===== src/rtl/state_reg_bank_if.sv =====
// state_reg_bank_if: write/stack/read bus of the state register bank.
// Names carry the bank's view: i_* flow into the bank, o_* flow out of it.
interface state_reg_bank_if #(
   parameter int WIDTH    = 8,
   parameter int CHANNELS = 4,
   parameter int CH_BITS  = 2
);
   logic [CHANNELS-1:0]       i_ch_reset;
   logic                      i_wr_en;
   logic [CH_BITS-1:0]        i_wr_ch;
   logic [1:0]                i_wr_mode;
   logic [WIDTH-1:0]          i_wr_data;
   logic                      i_push;
   logic                      i_pop;
   logic [CH_BITS-1:0]        i_stk_ch;
   logic [CH_BITS-1:0]        i_rd_ch;
   logic [CHANNELS-1:0]       i_chg_clr;
   logic [WIDTH-1:0]          o_rd_data;
   logic [CHANNELS*WIDTH-1:0] o_state_flat;
   logic [CHANNELS-1:0]       o_stk_empty;
   logic [CHANNELS-1:0]       o_stk_full;
   logic [CHANNELS-1:0]       o_stk_err;
   logic [CHANNELS-1:0]       o_change_flag;
   modport master (
      output i_ch_reset, i_wr_en, i_wr_ch, i_wr_mode, i_wr_data, i_push, i_pop, i_stk_ch, i_rd_ch, i_chg_clr,
      input  o_rd_data, o_state_flat, o_stk_empty, o_stk_full, o_stk_err, o_change_flag
   );
   modport slave (
      input  i_ch_reset, i_wr_en, i_wr_ch, i_wr_mode, i_wr_data, i_push, i_pop, i_stk_ch, i_rd_ch, i_chg_clr,
      output o_rd_data, o_state_flat, o_stk_empty, o_stk_full, o_stk_err, o_change_flag
   );
endinterface


===== src/rtl/state_reg_bank.sv =====
// state_reg_bank: per-channel state words with bit-level write modes and LIFO context stacks.
// Optional STATE_REG_CHANGE_DET_EN adds sticky per-channel word-changed flags.
module state_reg_bank #(
   parameter int                WIDTH     = 8,
   parameter int                CHANNELS  = 4,
   parameter int                CH_BITS   = 2,
   parameter int                DEPTH     = 4,
   parameter logic [WIDTH-1:0]  RESET_VAL = '0
) (
   input logic               CLK,
   input logic               reset,
   state_reg_bank_if.slave   bus
);
   localparam int PW = $clog2(DEPTH + 1);
   localparam int SW = DEPTH > 1 ? $clog2(DEPTH) : 1;
   localparam int NS = 2 ** CH_BITS;
   logic [WIDTH-1:0]    w_words [NS];
   logic [CHANNELS-1:0] w_empty_v, w_full_v, w_err_v;
`ifdef STATE_REG_CHANGE_DET_EN
   logic [CHANNELS-1:0] w_chg_v;
`endif
   genvar g;
   generate
      for (g = 0; g < NS; g++) begin : g_slot
         if (g < CHANNELS) begin : g_ch
            logic [WIDTH-1:0] r_word;
            logic [WIDTH-1:0] r_stack [DEPTH];
            logic [PW-1:0]    r_ptr;
            logic             r_err;
            logic             w_rst, w_wr, w_push, w_pop, w_full, w_empty;
            logic [WIDTH-1:0] w_wval, w_next;
            logic [PW-1:0]    w_ptr_next;
            always_comb begin
               w_rst      = reset || bus.i_ch_reset[g];
               w_wr       = bus.i_wr_en && bus.i_wr_ch == CH_BITS'(g);
               w_push     = bus.i_push && !bus.i_pop && bus.i_stk_ch == CH_BITS'(g);
               w_pop      = bus.i_pop && !bus.i_push && bus.i_stk_ch == CH_BITS'(g);
               w_full     = r_ptr == PW'(DEPTH);
               w_empty    = r_ptr == '0;
               w_wval     = bus.i_wr_mode == 2'b00 ? bus.i_wr_data :
                            bus.i_wr_mode == 2'b01 ? r_word | bus.i_wr_data :
                            bus.i_wr_mode == 2'b10 ? r_word & ~bus.i_wr_data :
                                                     r_word ^ bus.i_wr_data;
               // a successful pop outranks a same-cycle write
               w_next     = (w_pop && !w_empty) ? r_stack[SW'(r_ptr - 1'b1)] : w_wr ? w_wval : r_word;
               w_ptr_next = (w_push && !w_full) ? r_ptr + 1'b1 : (w_pop && !w_empty) ? r_ptr - 1'b1 : r_ptr;
            end
            always_ff @(posedge CLK) begin
               if (w_push && !w_full)
                  r_stack[SW'(r_ptr)] <= r_word;
            end
            always_ff @(posedge CLK) begin
               if (w_rst) begin
                  r_word <= RESET_VAL;
                  r_ptr  <= '0;
                  r_err  <= 1'b0;
               end else begin
                  r_word <= w_next;
                  r_ptr  <= w_ptr_next;
                  r_err  <= r_err || (w_push && w_full) || (w_pop && w_empty);
               end
            end
`ifdef STATE_REG_CHANGE_DET_EN
            logic r_chg;
            always_ff @(posedge CLK) begin
               if (w_rst)
                  r_chg <= 1'b0;
               else if (w_next != r_word)
                  r_chg <= 1'b1;
               else if (bus.i_chg_clr[g])
                  r_chg <= 1'b0;
            end
            assign w_chg_v[g] = r_chg;
`endif
            assign w_words[g]                        = r_word;
            assign bus.o_state_flat[g*WIDTH +: WIDTH] = r_word;
            assign w_empty_v[g]                      = w_empty;
            assign w_full_v[g]                       = w_full;
            assign w_err_v[g]                        = r_err;
         end else begin : g_pad
            assign w_words[g] = '0;
         end
      end
   endgenerate
   assign bus.o_rd_data   = w_words[bus.i_rd_ch];
   assign bus.o_stk_empty = w_empty_v;
   assign bus.o_stk_full  = w_full_v;
   assign bus.o_stk_err   = w_err_v;
`ifdef STATE_REG_CHANGE_DET_EN
   assign bus.o_change_flag = w_chg_v;
`else
   logic w_unused_chg_clr;
   assign w_unused_chg_clr  = ^bus.i_chg_clr;
   assign bus.o_change_flag = '0;
`endif
endmodule


===== src/flat_wrapper.sv =====
// flat-port wrapper written by rule: the top's interface ports become plain ports
module state_reg_bank_flat 
#(
   parameter int                WIDTH     = 8,
   parameter int                CHANNELS  = 4,
   parameter int                CH_BITS   = 2,
   parameter int                DEPTH     = 4,
   parameter logic [WIDTH-1:0]  RESET_VAL = '0
)
  (CLK, reset, bus_i_ch_reset, bus_i_wr_en, bus_i_wr_ch, bus_i_wr_mode, bus_i_wr_data, bus_i_push, bus_i_pop, bus_i_stk_ch, bus_i_rd_ch, bus_i_chg_clr, bus_o_rd_data, bus_o_state_flat, bus_o_stk_empty, bus_o_stk_full, bus_o_stk_err, bus_o_change_flag);
  state_reg_bank_if #(.WIDTH(WIDTH), .CHANNELS(CHANNELS), .CH_BITS(CH_BITS)) bus_i ();
  input logic CLK;
  input logic reset;
  input wire logic [$bits(bus_i.i_ch_reset)-1:0] bus_i_ch_reset;
  input wire logic [$bits(bus_i.i_wr_en)-1:0] bus_i_wr_en;
  input wire logic [$bits(bus_i.i_wr_ch)-1:0] bus_i_wr_ch;
  input wire logic [$bits(bus_i.i_wr_mode)-1:0] bus_i_wr_mode;
  input wire logic [$bits(bus_i.i_wr_data)-1:0] bus_i_wr_data;
  input wire logic [$bits(bus_i.i_push)-1:0] bus_i_push;
  input wire logic [$bits(bus_i.i_pop)-1:0] bus_i_pop;
  input wire logic [$bits(bus_i.i_stk_ch)-1:0] bus_i_stk_ch;
  input wire logic [$bits(bus_i.i_rd_ch)-1:0] bus_i_rd_ch;
  input wire logic [$bits(bus_i.i_chg_clr)-1:0] bus_i_chg_clr;
  output wire logic [$bits(bus_i.o_rd_data)-1:0] bus_o_rd_data;
  output wire logic [$bits(bus_i.o_state_flat)-1:0] bus_o_state_flat;
  output wire logic [$bits(bus_i.o_stk_empty)-1:0] bus_o_stk_empty;
  output wire logic [$bits(bus_i.o_stk_full)-1:0] bus_o_stk_full;
  output wire logic [$bits(bus_i.o_stk_err)-1:0] bus_o_stk_err;
  output wire logic [$bits(bus_i.o_change_flag)-1:0] bus_o_change_flag;
  assign bus_i.i_ch_reset = bus_i_ch_reset;
  assign bus_i.i_wr_en = bus_i_wr_en;
  assign bus_i.i_wr_ch = bus_i_wr_ch;
  assign bus_i.i_wr_mode = bus_i_wr_mode;
  assign bus_i.i_wr_data = bus_i_wr_data;
  assign bus_i.i_push = bus_i_push;
  assign bus_i.i_pop = bus_i_pop;
  assign bus_i.i_stk_ch = bus_i_stk_ch;
  assign bus_i.i_rd_ch = bus_i_rd_ch;
  assign bus_i.i_chg_clr = bus_i_chg_clr;
  assign bus_o_rd_data = bus_i.o_rd_data;
  assign bus_o_state_flat = bus_i.o_state_flat;
  assign bus_o_stk_empty = bus_i.o_stk_empty;
  assign bus_o_stk_full = bus_i.o_stk_full;
  assign bus_o_stk_err = bus_i.o_stk_err;
  assign bus_o_change_flag = bus_i.o_change_flag;
  state_reg_bank #(.WIDTH(WIDTH), .CHANNELS(CHANNELS), .CH_BITS(CH_BITS), .DEPTH(DEPTH), .RESET_VAL(RESET_VAL)) u_core (.CLK(CLK), .reset(reset), .bus(bus_i));
endmodule

===== config.mk =====
export PLATFORM = sky130hd
export DESIGN_NAME = state_reg_bank_flat
export DESIGN_NICKNAME = d
export VERILOG_FILES = /design/src/rtl/state_reg_bank_if.sv /design/src/rtl/state_reg_bank.sv /design/src/flat_wrapper.sv
export SDC_FILE = /design/constraint.sdc
export NUM_CORES = 1
export LEC_CHECK = 0
export ABC_AREA = 1
export BUFFER_PORTS_ARGS = -buffer_cell sky130_fd_sc_hd__buf_4
export CORE_ASPECT_RATIO = 1.75
export CORE_MARGIN = 2
export CORE_UTILIZATION = 30
export CTS_CLUSTER_SIZE = 40
export DETAILED_ROUTE_END_ITERATION = 16
export SLEW_MARGIN = 20
export SYNTH_ARGS = -nofsm -noshare
export SYNTH_HDL_FRONTEND = slang
export SYNTH_SLANG_ARGS = --single-unit

===== constraint.sdc =====
create_clock -name CLK -period 2.32 [get_ports CLK]
set_clock_uncertainty 0.15 [all_clocks]
set_input_delay 0.348 -clock CLK [delete_from_list [all_inputs] [get_ports CLK]]
set_output_delay 0.348 -clock CLK [all_outputs]
set_load 0.02 [all_outputs]

==> results.py <==
metrics = {
    "logic_synthesis": {
        "synth_area_per_cell_um2": 8.52,
        "ys_ff_latch": 176,
        "yosys-top-cells-count": "nand2_1 (246), nand3_1 (187), nor2_1 (162), edfxtp_1 (128), inv_1 (93)",
        "synth_top_flop_cell": "edfxtp_1",
        "synthMostInstantiatedCell": "nand2_1",
        "yosys.area.top_type_share": 0.392,
        "postSynth.asyncResetShare": 0,
        "yosys.area.top_type": "edfxtp_1",
        "syn_area_um2": 9810,
        "ys_warn_count": 0,
        "synth-edff-count": 128,
        "synthCells": 1151,
        "yosysSeqAreaShare": 0.490,
        "ys_types": 26,
        "synth.area.top_cells": "edfxtp_1 (39%), ha_1 (11%), dfxtp_1 (9.8%)",
    },
    "worst_setup_path": {
        "crit_type": "flop to primary output",
        "critical_path.startpoint_type": "flop",
        "reg2regPathDepth": 10,
        "cp-end-kind": "primary output",
        "worstPathRequired_ns": 1.82,
        "worstPathMaxFanout": 7,
        "worstPathArrival_ns": 1.76,
        "r2r-end": "u_core.g_slot[0].g_ch.r_ptr[1]$_SDFFE_PP0P_",
        "regToRegSetupSlack_ns": 0.31,
        "reg2reg_from": "u_core.g_slot[0].g_ch.r_ptr[1]$_SDFFE_PP0P_",
    },
    "placement": {
        "io_buffers": 76,
        "gp_congestion": 0.904,
        "post-dp-hpwl_mm": 20.5,
    },
    "clocking": {
        "clock_latency_ns": 0.45,
        "cts_tree": "yes",
        "cts_max_path_buffers": 2,
        "htree_levels": 4,
        "clock_sinks": 176,
        "root_buffer": "clkbuf_16",
        "numCtsBuffers": 17,
        "clk_pin_slew_ns": 0.07,
    },
    "hold_path": {
        "worstHoldEndpoint": "u_core.g_slot[3].g_ch.r_word[6]$_SDFFE_PP0P_",
        "min_from": "bus_i_ch_reset[3]",
        "min_path_cells": 4,
        "hold_class": "primary input to flop",
    },
    "sta": {
        "tns_ns": 0,
        "fmax_mhz": 443,
        "finalHoldViolCount": 0,
        "slew_headroom": 0.656,
        "setup_viol": 0,
        "finalCritPeriodShare": 0.973,
        "slew_violations": 0,
        "rsz0062_at_grt": "false",
        "period_minus_slack_ns": 2.26,
        "worst_pin_slew_ns": 0.517,
    },
    "grt": {
        "grt_pass1_wl_mm": 41.1,
        "grt_use_total": 0.157,
        "grt_max_degree": 26,
        "first_global_vias": 7641,
        "overflow": 0,
        "antenna_found_initial": 0,
    },
    "route": {
        "viasPerCell": 4.72,
        "wl_per_cell_um": 16.1,
        "ant_nets": 0,
        "drtIter0Drc": 411,
        "wirelength_mm": 26.6,
        "route.detailed.drc": 0,
        "first_pass_iters": 5,
        "vias": 7815,
    },
    "die": {
        "std_cell_rows": 87,
        "ios": 85,
        "chipHeight_um": 243,
        "dieArea_um2": 34200,
        "start_util": 0.304,
        "die_w_um": 141,
        "core_region_area_um2": 32200,
    },
    "cells_and_area": {
        "fin_nets": 1358,
        "syn2layout_area_growth_pct": 17.5,
        "drive_above_1_share": 0.151,
        "antenna_cells": 0,
    },
    "pwr": {
        "leakage_nw": 5.08,
        "power.density_nw_per_um2": 591,
        "irDropWorstVdd_v": 0.000427,
        "total_power_w": 0.00682,
    },
    "run": {
        "cap_violations": 0,
    },
    "status": {
        "status": "finished, final reports clean",
    },
}
worst max-delay path: stages (launching register included):
cell and delay [ns]:
dfxtp_1 0.39, inv_1 0.13, o21ai_0 0.09, a21oi_1 0.43, a21oi_1 0.10, buf_4 0.18
per-layer routing:
metal  GRT usage  up-vias  part of all wire
met5           0        -                 0
met4       0.128        0             0.079
met3      0.0278       62             0.037
met2       0.286      188              0.52
met1       0.152     3593              0.37
li1            -     3972                 -
through the flow:
step	setup WS (ns)	cell area (µm²)	hold slack, ns	util	cells
2_1_floorplan	0.0874	9820	0.293	-	1154
3_3_place_gp	0.225	10900	0.312	0.340	1622
3_5_place_dp	0.195	10900	0.311	0.340	1622
4_1_cts	0.00884	11500	0.110	0.357	1654
5_1_grt	0.0159	11500	0.140	0.358	1654
6_report	0.0615	11500	0.114	0.358	1654
layout make-up:
| cell class | count | area (µm²) |
|---|---|---|
| Fill cell | 3317 | 20700 |
| Sequential cell | 176 | 4810 |
| Multi-Input combinational cell | 810 | 4270 |
| Timing Repair Buffer | 128 | 973 |
| Tap cell | 400 | 500 |
| Clock buffer | 18 | 439 |
| Inverter | 108 | 409 |
| Clock inverter | 14 | 128 |
cells in the final DEF (no fill, tap or decap), types with 4 or more instances in the layout:
cell type,synthesis,final
ha_1,88,88
inv_1,93,93
nand2_1,246,246
nor2_1,162,162
nand3_1,187,186
nand2_2,4,4
inv_2,8,8
dfxtp_1,48,43
a21oi_1,31,29
edfxtp_1,128,128
o21ai_0,63,63
conb_1,1,4
buf_4,24,127
inv_6,0,5
o22ai_1,8,8
clkbuf_16,0,17
clkinv_1,7,8
nand4_1,6,6
dfxtp_2,0,5
logic make-up after synthesis:
group / after synthesis / share of synthesized area
AND/OR/NAND/NOR: 615 / 0.266
adder cells (fa/ha/maj): 88 / 0.112
other: 1 / 0.000382
buffers and inverters: 168 / 0.0774
flip-flops: 176 / 0.490
AO/OA/AOI/OAI: 103 / 0.0539
what timing repair did:
| action | in CTS | in global routing |
|---|---|---|
| hold buffers | 0 | 0 |
| gates resized for setup | 1 | 8 |
| setup buffers | 0 | 0 |
| setup endpoints to repair | 1 | 10 |
state kept, by name (all words and copies together), names as in the netlist:
signal,flops
u_core.g_slot.g_ch.r_ptr,12
u_core.g_slot.g_ch.r_word,32
u_core.g_slot.g_ch.r_stack,128
u_core.g_slot.g_ch.r_err,4
how the worst max path moves through the flow:
stage,from,to,slack [ns]
4_1_cts,u_core.g_slot[1].g_ch.r_word[0]$_SDFFE_PP0P_,bus_o_rd_data[0],0.009
2_1_floorplan,u_core.g_slot[0].g_ch.r_ptr[0]$_SDFFE_PP0P_,u_core.g_slot[0].g_ch.r_stack[2][0]$_DFFE_PP_,0.09
3_3_place_gp,u_core.g_slot[2].g_ch.r_ptr[1]$_SDFFE_PP0P_,u_core.g_slot[2].g_ch.r_ptr[1]$_SDFFE_PP0P_,0.22
6_report,u_core.g_slot[1].g_ch.r_word[7]$_SDFFE_PP0P_,bus_o_rd_data[7],0.06
3_5_place_dp,bus_i_pop,u_core.g_slot[3].g_ch.r_stack[2][1]$_DFFE_PP_,0.20
5_1_grt,u_core.g_slot[1].g_ch.r_word[7]$_SDFFE_PP0P_,bus_o_rd_data[7],0.02
report_power, final:
group          switching, W  leakage, nW  internal [W]  total, W
sequential        0.0000357         1.52       0.00338   0.00341
combinational      0.000402         3.28      0.000220  0.000621
clock               0.00127        0.273       0.00152   0.00278
(Power assumes the default switching activity.)
